File: src/rtl/trap_arbiter_if.sv
// ---------------------------------------------------------------------------
// trap_arbiter_if
// Bundle between the commit stage, the interrupt lines, the CSR unit and the
// trap arbiter.
//   commit_*       retiring-instruction information (commit stage -> arbiter)
//   irq            raw asynchronous level interrupt lines
//   mstatus_mie    global interrupt enable
//   mie            per-cause interrupt enable
//   trap_req/ack   req/ack handshake with the CSR unit
//   trap_is_int    trap is an interrupt
//   trap_cause     mcause value
//   trap_epc       mepc value
//   flush / stall  pipeline control outputs
// modport master : environment side (drives inputs, observes outputs)
// modport slave  : the arbiter itself
// ---------------------------------------------------------------------------
interface trap_arbiter_if #(
    parameter int NUM_INT = 3,
    parameter int XLEN    = 64
);
    logic               commit_valid;
    logic [XLEN-1:0]    commit_pc;
    logic [XLEN-1:0]    commit_npc;
    logic               commit_ex;
    logic [3:0]         commit_ex_code;
    logic               commit_ecall;
    logic               commit_serial;
    logic [NUM_INT-1:0] irq;
    logic               mstatus_mie;
    logic [XLEN-1:0]    mie;
    logic               trap_req;
    logic               trap_ack;
    logic               trap_is_int;
    logic [XLEN-1:0]    trap_cause;
    logic [XLEN-1:0]    trap_epc;
    logic               flush;
    logic               stall;

    modport master (
        output commit_valid, commit_pc, commit_npc, commit_ex, commit_ex_code,
               commit_ecall, commit_serial, irq, mstatus_mie, mie, trap_ack,
        input  trap_req, trap_is_int, trap_cause, trap_epc, flush, stall
    );

    modport slave (
        input  commit_valid, commit_pc, commit_npc, commit_ex, commit_ex_code,
               commit_ecall, commit_serial, irq, mstatus_mie, mie, trap_ack,
        output trap_req, trap_is_int, trap_cause, trap_epc, flush, stall
    );
endinterface

File: src/rtl/trap_arbiter.sv
// ---------------------------------------------------------------------------
// trap_arbiter
// Commit-stage trap arbiter. Merges commit-stage exceptions with NUM_INT
// synchronised interrupt lines and issues one trap at a time to the CSR unit
// over a req/ack handshake, while driving the pipeline flush and commit stall.
// Ports:
//   clk    clock
//   reset  asynchronous, active-low reset
//   bus    trap_arbiter_if.slave (commit info, irq lines, enables, CSR
//          handshake, trap cause/epc, flush, stall)
// Parameters:
//   NUM_INT      interrupt lines, index 0 has the highest priority
//   INT_CAUSE    mcause code per line, also selects the mie bit
//   SYNC_STAGES  synchroniser flops per irq line (>= 1)
//   XLEN         data/address width
// ---------------------------------------------------------------------------
module trap_arbiter #(
    parameter int                         NUM_INT     = 3,
    parameter logic [NUM_INT-1:0][5:0]    INT_CAUSE   = {6'd7, 6'd3, 6'd11},
    parameter int                         SYNC_STAGES = 2,
    parameter int                         XLEN        = 64
) (
    input  logic          clk,
    input  logic          reset,
    trap_arbiter_if.slave bus
);

    localparam logic [1:0] IDLE  = 2'd0;
    localparam logic [1:0] TRAP  = 2'd1;
    localparam logic [1:0] DRAIN = 2'd2;

    logic [1:0]         state_q, state_d;
    logic               req_q, req_d;
    logic               flush_q, flush_d;
    logic               stall_q, stall_d;
    logic               is_int_q, is_int_d;
    logic [XLEN-1:0]    cause_q, cause_d;
    logic [XLEN-1:0]    epc_q, epc_d;

    logic [NUM_INT-1:0] sync_q [SYNC_STAGES];
    logic [NUM_INT-1:0] irq_s;
    logic [NUM_INT-1:0] pend;
    logic               int_hit;
    logic [5:0]         int_code;
    logic               ex;
    logic               take_int;
    logic               accept;
    logic [XLEN-1:0]    cause_sel;
    logic [XLEN-1:0]    epc_sel;

    // Interrupt synchroniser chain; stage 0 samples the raw asynchronous line.
    // NOTE: sequential state uses non-blocking assignments so every flop
    // samples its input from before the edge, independent of statement order.
    always_ff @(posedge clk or negedge reset) begin
        if (!reset) begin
            for (int s = 0; s < SYNC_STAGES; s++) sync_q[s] <= '0;
        end else begin
            sync_q[0] <= bus.irq;
            for (int s = 1; s < SYNC_STAGES; s++) sync_q[s] <= sync_q[s-1];
        end
    end

    assign irq_s = sync_q[SYNC_STAGES-1];

    always_comb begin
        for (int i = 0; i < NUM_INT; i++) begin
            pend[i] = irq_s[i] & bus.mie[INT_CAUSE[i]] & bus.mstatus_mie;
        end
    end

    // Priority pick: scanning from the highest index down leaves the lowest
    // pending index as the winner.
    // NOTE: every combinational output gets a default before any branch so no
    // path leaves it unassigned, which would infer a latch.
    always_comb begin
        int_hit  = 1'b0;
        int_code = '0;
        for (int i = NUM_INT - 1; i >= 0; i--) begin
            if (pend[i]) begin
                int_hit  = 1'b1;
                int_code = INT_CAUSE[i];
            end
        end
    end

    assign ex       = bus.commit_ex | bus.commit_ecall;
    assign take_int = int_hit & ~ex;
    // stall_q is never set in IDLE; qualifying with it keeps a commit that
    // violates the stall from ever being accepted.
    assign accept   = (state_q == IDLE) & bus.commit_valid & ~stall_q;

    // An explicit exception code takes precedence over the ECALL cause.
    always_comb begin
        if (bus.commit_ex) begin
            cause_sel = XLEN'(bus.commit_ex_code);
        end else if (bus.commit_ecall) begin
            cause_sel = XLEN'(4'd11);
        end else begin
            cause_sel            = XLEN'(int_code);
            cause_sel[XLEN-1]    = 1'b1;
        end
    end

    // An interrupted instruction has retired, so the return point is its npc.
    assign epc_sel = ex ? bus.commit_pc : bus.commit_npc;

    always_comb begin
        state_d  = state_q;
        req_d    = req_q;
        flush_d  = 1'b0;
        stall_d  = stall_q;
        is_int_d = is_int_q;
        cause_d  = cause_q;
        epc_d    = epc_q;
        case (state_q)
            IDLE: begin
                stall_d = 1'b0;
                if (accept && (ex || take_int)) begin
                    state_d  = TRAP;
                    req_d    = 1'b1;
                    flush_d  = 1'b1;
                    stall_d  = 1'b1;
                    is_int_d = take_int;
                    cause_d  = cause_sel;
                    epc_d    = epc_sel;
                end else if (accept && bus.commit_serial) begin
                    // A serialising commit that also traps is covered by the
                    // trap flush above, so only one pulse is ever produced.
                    flush_d = 1'b1;
                end
            end
            TRAP: begin
                stall_d = 1'b1;
                if (bus.trap_ack) begin
                    req_d   = 1'b0;
                    state_d = DRAIN;
                end
            end
            DRAIN: begin
                // stall_q is still 1 during this cycle; it drops entering IDLE.
                stall_d = 1'b0;
                state_d = IDLE;
            end
            default: begin
                state_d = IDLE;
                req_d   = 1'b0;
                stall_d = 1'b0;
            end
        endcase
    end

    // NOTE: the latched cause/epc registers are plain datapath flops, but they
    // are reset anyway so every output reads 0 out of reset.
    always_ff @(posedge clk or negedge reset) begin
        if (!reset) begin
            state_q  <= IDLE;
            req_q    <= 1'b0;
            flush_q  <= 1'b0;
            stall_q  <= 1'b0;
            is_int_q <= 1'b0;
            cause_q  <= '0;
            epc_q    <= '0;
        end else begin
            state_q  <= state_d;
            req_q    <= req_d;
            flush_q  <= flush_d;
            stall_q  <= stall_d;
            is_int_q <= is_int_d;
            cause_q  <= cause_d;
            epc_q    <= epc_d;
        end
    end

    assign bus.trap_req    = req_q;
    assign bus.flush       = flush_q;
    assign bus.stall       = stall_q;
    assign bus.trap_is_int = is_int_q;
    assign bus.trap_cause  = cause_q;
    assign bus.trap_epc    = epc_q;

    // Retiring while the commit stage is held is a protocol error.
    a_no_commit_in_stall: assert property (
        @(posedge clk) disable iff (!reset) !(bus.commit_valid && stall_q)
    );

endmodule

File: src/flat_wrapper.sv
// flat-port wrapper written by rule: the top's interface ports become plain ports
module trap_arbiter_flat 
#(
    parameter int                         NUM_INT     = 3,
    parameter logic [NUM_INT-1:0][5:0]    INT_CAUSE   = {6'd7, 6'd3, 6'd11},
    parameter int                         SYNC_STAGES = 2,
    parameter int                         XLEN        = 64
)
  (clk, reset, bus_commit_valid, bus_commit_pc, bus_commit_npc, bus_commit_ex, bus_commit_ex_code, bus_commit_ecall, bus_commit_serial, bus_irq, bus_mstatus_mie, bus_mie, bus_trap_ack, bus_trap_req, bus_trap_is_int, bus_trap_cause, bus_trap_epc, bus_flush, bus_stall);
  trap_arbiter_if #(.NUM_INT(NUM_INT), .XLEN(XLEN)) bus_i ();
  input  logic clk;
  input  logic reset;
  input wire logic [$bits(bus_i.commit_valid)-1:0] bus_commit_valid;
  input wire logic [$bits(bus_i.commit_pc)-1:0] bus_commit_pc;
  input wire logic [$bits(bus_i.commit_npc)-1:0] bus_commit_npc;
  input wire logic [$bits(bus_i.commit_ex)-1:0] bus_commit_ex;
  input wire logic [$bits(bus_i.commit_ex_code)-1:0] bus_commit_ex_code;
  input wire logic [$bits(bus_i.commit_ecall)-1:0] bus_commit_ecall;
  input wire logic [$bits(bus_i.commit_serial)-1:0] bus_commit_serial;
  input wire logic [$bits(bus_i.irq)-1:0] bus_irq;
  input wire logic [$bits(bus_i.mstatus_mie)-1:0] bus_mstatus_mie;
  input wire logic [$bits(bus_i.mie)-1:0] bus_mie;
  input wire logic [$bits(bus_i.trap_ack)-1:0] bus_trap_ack;
  output wire logic [$bits(bus_i.trap_req)-1:0] bus_trap_req;
  output wire logic [$bits(bus_i.trap_is_int)-1:0] bus_trap_is_int;
  output wire logic [$bits(bus_i.trap_cause)-1:0] bus_trap_cause;
  output wire logic [$bits(bus_i.trap_epc)-1:0] bus_trap_epc;
  output wire logic [$bits(bus_i.flush)-1:0] bus_flush;
  output wire logic [$bits(bus_i.stall)-1:0] bus_stall;
  assign bus_i.commit_valid = bus_commit_valid;
  assign bus_i.commit_pc = bus_commit_pc;
  assign bus_i.commit_npc = bus_commit_npc;
  assign bus_i.commit_ex = bus_commit_ex;
  assign bus_i.commit_ex_code = bus_commit_ex_code;
  assign bus_i.commit_ecall = bus_commit_ecall;
  assign bus_i.commit_serial = bus_commit_serial;
  assign bus_i.irq = bus_irq;
  assign bus_i.mstatus_mie = bus_mstatus_mie;
  assign bus_i.mie = bus_mie;
  assign bus_i.trap_ack = bus_trap_ack;
  assign bus_trap_req = bus_i.trap_req;
  assign bus_trap_is_int = bus_i.trap_is_int;
  assign bus_trap_cause = bus_i.trap_cause;
  assign bus_trap_epc = bus_i.trap_epc;
  assign bus_flush = bus_i.flush;
  assign bus_stall = bus_i.stall;
  trap_arbiter #(.NUM_INT(NUM_INT), .INT_CAUSE(INT_CAUSE), .SYNC_STAGES(SYNC_STAGES), .XLEN(XLEN)) u_core (.clk(clk), .reset(reset), .bus(bus_i));
endmodule
File: config.mk
export PLATFORM = sky130hd
export DESIGN_NAME = trap_arbiter_flat
export DESIGN_NICKNAME = d
export VERILOG_FILES = /design/src/rtl/trap_arbiter_if.sv /design/src/rtl/trap_arbiter.sv /design/src/flat_wrapper.sv
export SDC_FILE = /design/constraint.sdc
export NUM_CORES = 1
export LEC_CHECK = 0
export CORE_AREA = 5 5 127 129
export CTS_CLUSTER_DIAMETER = 60
export CTS_CLUSTER_SIZE = 25
export DETAILED_ROUTE_END_ITERATION = 7
export DIE_AREA = 0 0 132 134
export GPL_TIMING_DRIVEN = 0
export PLACE_DENSITY_LB_ADDON = 0.25
export SLEW_MARGIN = 5
export SYNTH_ARGS = -nofsm -noshare
export SYNTH_HDL_FRONTEND = slang
export SYNTH_SLANG_ARGS = --single-unit
File: constraint.sdc
create_clock -name clk -period 4 [get_ports clk]
set_input_delay 0.8 -clock clk [delete_from_list [all_inputs] [get_ports clk]]
set_output_delay 0.8 -clock clk [all_outputs]
set_load 0.02 [all_outputs]
==> results summary, run 1 <==
The flow ran to the end, and the final reports show no timing, DRC or antenna violations. Across the VDD grid, the largest voltage drop is about 0.00028 V. The total chip power came out at 4.36 mW. In the final timing run, aggregate negative setup slack is 0 ns.

The path class of the tightest hold or removal check is reg -> reg. The worst endpoint data arrival time came out at 3.24 ns. By startpoint and endpoint, the worst setup path is classified as in -> reg. Global routing consumed, over all layers together, 14.9% of the routing resources.

The final cell count without fillers came out at 878. The number of buffers added for setup after CTS came out at 0. The final-report setup violation count came out at 0. The initial antenna violation count came to 0. The number of gates resized after CTS came out at 0.

The analysis attributes to cell leakage a power of between 3 and 4 nW. The type of element capturing the critical path is a flop. TritonCTS built the clock tree. The root buffer cell chosen for the clock tree is sky130_fd_sc_hd__clkbuf_16.

Clock skew on the completed layout was measured at 0.00663 ns. The longest clock path from root to sink contains 2 buffers. The number of antenna diodes in the final layout is 0.

The routability congestion estimate from global placement came out at 0.712. Timing would allow up to roughly 330 MHz. In this run the vertical extent of the chip is 134 um. The cts-stage hold buffer count came out at 0. The number of detailed-routing iterations run before antenna repair came out at 4. The basic-gate share of the synthesized area counting and, or, nand and nor cells is about 1.9%. The total number of H-tree levels is 3. The post-synthesis xor/xnor area fraction is 0%. The cell count after synthesis came out at 397. The worst slew slack as a fraction of its limit is 49.4%. The die outline width came out at 132 um. The measured slew at the worst slew-check pin came out at roughly 0.76 ns. The number of DRC violations after detailed routing came out at 0. The portion of the clock cycle consumed by the worst path in the final layout is 76.1%. The worst path required time came out at 4.20 ns.

Summed over all nets, the half-perimeter wirelength after detailed placement is 10.9 mm. After the last flow step, the layout net total stands at 892. Clock tree synthesis inserted a total of 9 buffers. The count of antenna-violating nets left after detailed routing is 0.

The number of buffer cells added on primary ports came out at 218. The total clock sinks came out at 81. The number of enable-type register cells in the synthesized netlist came out at 0. The top-level I/O count came out at 339.

The top cell types in the final layout, fill and taps aside, are sky130_fd_sc_hd__clkdlybuf4s50_1 (217), sky130_fd_sc_hd__o21ai_0 (116), sky130_fd_sc_hd__dfrtp_1 (81). The worst setup path is launched from a primary input. The violation count after the first detailed-route iteration came out at 129. The clock period minus final worst setup slack came out at 3.04 ns. The total placed cells including tap cells came out at 862. The power density over the cells came out at 611 nW/um2. After clock tree synthesis, the clock-pin slew on the worst setup and hold paths is 0.06 ns. The number of global-route vias before repair is 4066. The area inside the core boundary is 14900 um2. Clock latency on the worst-skew pair, taken at its later pin, is about 0.33 ns.

The post-synth design cell area came out at ~4200 um2. Counting flops with an async set or reset pin after synthesis yields a share of 100%. The hold violation count in the final report came out at 0. The share of synthesized cell area in full adder, half adder and majority cells came out at 0%. The starting utilization of the core area came out at 27.8%.

Among all flip-flop cells after synthesis, the most frequent one is sky130_fd_sc_hd__dfrtp_1. The via density per instance is 4.38. The aggregate global routing overflow came out at 0. The maximum fanout encountered on the critical timing path is 10. The floorplan row count came out at 45. The mux contribution to synthesized area is 15.4%.

The die covers 17700 um2. The number of synthesized register bits came out at around 80. The synthesized area per cell came out at ~10 um2. After detailed routing, the total wire length is 13.6 mm. The most frequent standard cell in the layout excluding fill and tap cells is sky130_fd_sc_hd__clkdlybuf4s50_1. The number of max-slew violations in the final report is 0.

The share of synthesized area occupied by flip-flops and latches is between 40% and 50%. In the final routed layout, each cell accounts on average for 15.5 um. Setup repair after global routing left no endpoint under its margin.

The global-route wire length before repair came out at 21.1 mm. Max-cap violations in this run came to 0. In the final layout, the share of cells above drive strength 1 is 14.1%. The compound-cell area share of the yosys netlist came out at 19.0%.

By area, the combinational part of the netlist is dominated by compound AO/OA/AOI/OAI gates. The largest net degree at the start of global routing is 43. During synthesis, Yosys emitted a total of 0 warnings.

The overall via count from detail_route came out at 3850. The relative area change from synthesis to final layout came out at 71.9%. The distinct cell type count after synthesis is 28.
## path summary, 6_finish.rpt
path | end | start | slack [ns] | depth (start not counted)
min in group asynchronous | u_core.state_q[0] | reset | 0.45 | 1
min | u_core.irq_s[1] | u_core.sync_q[4] | 0.35 | 0
max reg2reg | u_core.bus.trap_epc[11] | u_core.irq_s[0] | 1.84 | 6
max in group asynchronous | u_core.bus.trap_epc[59] | reset | 2.94 | 2
min reg2reg | u_core.irq_s[1] | u_core.sync_q[4] | 0.35 | 0
max | u_core.bus.trap_cause[3] | bus_commit_ex | 0.96 | 7
## registers in the layout, indices dropped and copies added (netlist names)
signal,cells
u_core.bus.trap_cause,5
u_core.bus.trap_is_int,1
u_core.bus.trap_req,1
u_core.bus.flush,1
u_core.sync_q,3
u_core.state_q,2
u_core.bus.trap_epc,64
u_core.bus.stall,1
u_core.irq_s,3
## routing by layer
| layer | part of all wire, % | up-vias | GRT usage (%) |
|---|---|---|---|
| met5 | 0 | - | 0 |
| li1 | - | 1854 | - |
| met4 | 1.4 | 0 | 4.51 |
| met1 | 40 | 1820 | 17.8 |
| met3 | 8.3 | 17 | 5.18 |
| met2 | 50 | 159 | 25.3 |
## logic make-up (layout without fill, tap and decap cells)
group           after synthesis  count (layout)
buf+inv                      93             328
simple gates                 15              15
other cells                   1              59
flops                        81              81
compound gates              143             143
mux                          64              64
## cell usage after synthesis, types with 2 or more instances
cell / number / area (um2)
sky130_fd_sc_hd__a21oi_1: 2 / 10.0
sky130_fd_sc_hd__buf_1: 2 / 7.51
sky130_fd_sc_hd__buf_2: 3 / 15.0
sky130_fd_sc_hd__buf_4: 60 / 450
sky130_fd_sc_hd__buf_6: 3 / 33.8
sky130_fd_sc_hd__clkbuf_1: 18 / 67.6
sky130_fd_sc_hd__clkbuf_2: 2 / 10.0
sky130_fd_sc_hd__dfrtp_1: 81 / 2030
sky130_fd_sc_hd__inv_1: 4 / 15.0
sky130_fd_sc_hd__mux2i_1: 64 / 641
sky130_fd_sc_hd__nand2_1: 5 / 18.8
sky130_fd_sc_hd__nor2_1: 4 / 15.0
sky130_fd_sc_hd__o21ai_0: 116 / 581
sky130_fd_sc_hd__o21ai_1: 11 / 55.1
sky130_fd_sc_hd__o21ai_2: 6 / 52.6
sky130_fd_sc_hd__o22a_1: 4 / 35.0
## power breakdown
group / leakage [nW] / internal (mW) / total, mW / switching [mW]
Combinational: 1.94 / 0.996 / 2.11 / 1.11
Sequential: 1.00 / 1.18 / 1.35 / 0.171
Clock: 0.162 / 0.578 / 0.905 / 0.327
Total: 3.10 / 2.75 / 4.36 / 1.61
## critical path, stage by stage
cell	delay, ns
sky130_fd_sc_hd__clkdlybuf4s50_1	0.50
sky130_fd_sc_hd__nor2_1	0.58
sky130_fd_sc_hd__buf_4	0.35
sky130_fd_sc_hd__buf_1	0.53
sky130_fd_sc_hd__nand2_1	0.10
sky130_fd_sc_hd__o21ai_0	0.23
sky130_fd_sc_hd__o21ai_0	0.13
## cell type report
type | instances | area, um2
inverter | 4 | 15.0
tap | 188 | 235
clock buffer | 11 | 253
fill | 1410 | 7790
buffer | 89 | 599
multi-input combinational | 281 | 1730
timing repair buffer | 219 | 2200
sequential | 81 | 2030
clock inverter | 5 | 77.6
## stage by stage
step | setup WS (ns) | instance area (um2) | hold WS (ns) | util [%]
floorplan | 1.83 | 4370 | 0.331 | -
global placement | -0.829 | 6790 | 0.335 | 45.5
detailed placement | 0.481 | 6800 | 0.335 | 45.6
CTS | 0.825 | 7130 | 0.348 | 47.8
global route | 0.719 | 7130 | 0.353 | 47.8
finish | 0.957 | 7130 | 0.346 | 47.8
(Power assumes the default switching activity.)
==> run 2: changes to the inputs <==
CORE_AREA = 5 5 128 130   (was 5 5 127 129)
DIE_AREA = 0 0 133 135   (was 0 0 132 134)
clock period = 2.58 ns   (was 4 ns; I/O delays follow)
==> run 2 against run 1 <==
Sequential share of layout area barely moved. Worst hold slack got worse by 0.21 ns. Combinational power rose by 55%. Final cell count fell by 0.11%. Wire length rose by 0.54%. Clock skew fell by 0.0012 ns. Die area rose by 1.5%. Global-route usage barely moved. Sequential power rose by 55%. Clock power rose by 48%. Critical path type unchanged. Largest cell class unchanged. Largest power group unchanged.
==> results summary, run 2 (synthesized netlist as in run 1, its figures left out) <==
The run finished with clean final reports. The via density per instance is 4.38. The worst supply voltage drop on vdd came out at about 0.00042 V.

The worst pin sits at a relative slew slack of 49.5%. The number of buffer cells added on primary ports came out at 218. The count of filler cells inserted in the layout is 1420. The relative area change from synthesis to final layout came out at 71.7%. At the end of the flow, the number of nets in the layout was 891.

The routed layout has 3842 vias. The total chip power is 6.69 mW. After layout, the worst path uses 92.7% of the clock period. The final cell count without fillers came out at 877. Summed over all layers, the routed wires come to 13.7 mm. The hold violation count in the final report is 0. In this run the horizontal extent of the chip is 133 um.

STA classifies the critical path endpoint as a flop. 0 antenna diodes ended up in the layout. Static timing analysis puts the maximum clock frequency at 418 MHz. The library cells used most frequently in the layout, excluding fill and tap cells, are sky130_fd_sc_hd__clkdlybuf4s50_1 (217), sky130_fd_sc_hd__o21ai_0 (116), sky130_fd_sc_hd__dfrtp_1 (81). The worst setup path is of the in -> reg kind. Cells with a size suffix above 1 make up 14.7% of the layout. The global-route wire length before repair is 21.2 mm. The worst setup path is launched from a primary input. The total clock sinks came out at 81. Summing all flip-flop and latch instances after layout gives 2030 um2. The clock latency on the worst-skew pair is 0.33 ns.

Across the routed clock network, the largest skew measured is approximately 0.0054 ns. In this run the remaining antenna-violating nets after routing total 0. The floorplan has 45 rows.

The number of cell instances on the worst register-to-register path came out at 6. The post-detailed-placement cell area is just under 7000 um2. At the end of routability-driven placement, the weighted congestion stood at 0.758. Entering global routing, the biggest net connects 49 pins. The routed length per instance is 15.6 um. The sum of negative setup slack is 0 ns. The number of global-route vias before repair came out at 4051. The total number of H-tree levels came out at 3. After clock tree synthesis, the setup repair step added 0 buffers. The violation count after the first detailed-route iteration came out at 150. Along the worst path, the maximum fanout reaches 10. The number of max-slew violations in the final report came out at 0. The worst path required time is ~2.8 ns. For the worst setup path, the data arrival time is 2.58 ns. The starting utilization of the core area is 27.6%. The clock period minus final worst setup slack came out at 2.39 ns. In this run the static leakage power is 3.11 nW.

The number of detailed-routing iterations run before antenna repair is 4. The buffer levels on the longest clock path came out at 2. After clock tree synthesis, the clock-pin slew on the worst setup and hold paths is about 0.06 ns.

The reported max-cap violation count came out at 0. The path class of the tightest hold or removal check is in -> async. The final instance area came out at 7130 um2. For this run, the total global-route usage over all layers was measured as 14.9%. The aggregate global routing overflow is 0. The most frequent standard cell in the layout excluding fill and tap cells is sky130_fd_sc_hd__clkdlybuf4s50_1. The TritonCTS clock tree is done. The tree is rooted in a sky130_fd_sc_hd__clkbuf_16. The initial antenna violation count came to 0. The area enclosed by the die boundary is 18000 um2. Setup repair after global routing left no endpoint under its margin.

The number of flip-flops in the largest register is between 60 and 70. The total placed cells including tap cells is ~860. The number of buffers inserted during clock tree synthesis came out at 9. The die extent in y is 135 um. The footprint of the multi-input gates came out at 1730 um2.

The measured slew at the worst slew-check pin is 0.757 ns. The number of DRC violations after detailed routing is 0. The area inside the core boundary came out at 15000 um2. The power density over the cells is 939 nW/um2.

The sum of net half-perimeters after detailed placement came out at 11.1 mm. The final-report setup violation count came out at 0. The top-level I/O count is 339.
[run 2: cell count changes in the layout (fill, tap and decap cells not counted)]
cell | previous run | this run
sky130_fd_sc_hd__clkinv_2 | 2 | 3
sky130_fd_sc_hd__clkbuf_1 | 18 | 16
sky130_fd_sc_hd__buf_12 | 1 | 0
sky130_fd_sc_hd__clkbuf_2 | 2 | 5
sky130_fd_sc_hd__nor2_1 | 4 | 3
sky130_fd_sc_hd__nor2_2 | 0 | 1
sky130_fd_sc_hd__clkbuf_8 | 2 | 0
sky130_fd_sc_hd__buf_1 | 2 | 0
sky130_fd_sc_hd__buf_2 | 3 | 4
sky130_fd_sc_hd__buf_16 | 0 | 1
[run 2: worst paths after layout]
path                             startpoint                      end  slack, ns
min reg2reg                u_core.sync_q[3]          u_core.irq_s[0]       0.35
max reg2reg                 u_core.irq_s[1]  u_core.bus.trap_epc[18]       0.49
max                         bus_mstatus_mie  u_core.bus.trap_epc[18]       0.19
max in group asynchronous             reset  u_core.bus.trap_epc[62]       1.84
min                                   reset        u_core.state_q[0]       0.14
min in group clk           u_core.sync_q[3]          u_core.irq_s[0]       0.35
[run 2: area by class of cell]
class	count	area share, %
Buffer	88	8.43
Clock inverter	6	1.16
Tap cell	188	3.30
Inverter	4	0.211
Multi-Input combinational cell	281	24.3
Timing Repair Buffer	219	31.0
Clock buffer	10	3.21
Sequential cell	81	28.4
[run 2: power breakdown]
group	total, mW	switching, mW	internal (mW)	leakage (nW)
combinational	3.26	1.72	1.55	1.96
sequential	2.09	0.267	1.83	1.00
clock	1.34	0.496	0.842	0.152
total	6.69	2.48	4.21	3.11
[run 2: routing by layer]
layer / part of all wire, % / routed length (um) / up-vias / global-route usage, %
met5: 0 / 0 / - / 0
met4: 2.2 / 301 / 0 / 5.20
met3: 9.8 / 1340 / 22 / 6.07
met2: 49 / 6690 / 173 / 25.3
met1: 39 / 5340 / 1793 / 17.0
li1: - / - / 1854 / -
[run 2: worst max-delay path, stage by stage]
cell and delay [ns]:
sky130_fd_sc_hd__clkdlybuf4s50_1 0.51, sky130_fd_sc_hd__and3_1 0.27, sky130_fd_sc_hd__a2111oi_4 0.48, sky130_fd_sc_hd__or2_1 0.18, sky130_fd_sc_hd__buf_6 0.14, sky130_fd_sc_hd__clkbuf_1 0.31
sky130_fd_sc_hd__o21ai_0 0.17
[run 2: timing repair]
item / 4_1_cts / 5_1_grt
gates resized for setup: 2 / 6
hold buffers: 0 / 0
setup endpoints to repair: 17 / 24
[run 2: metrics by stage]
stage	util, %	hold WS [ns]	setup WS [ns]
floorplan	-	0.220	0.695
finish	47.4	0.137	0.189
detailed placement	45.3	0.336	-0.610
global placement	45.1	0.333	-1.95
CTS	47.4	0.142	0.00351
global route	47.4	0.165	0.00427
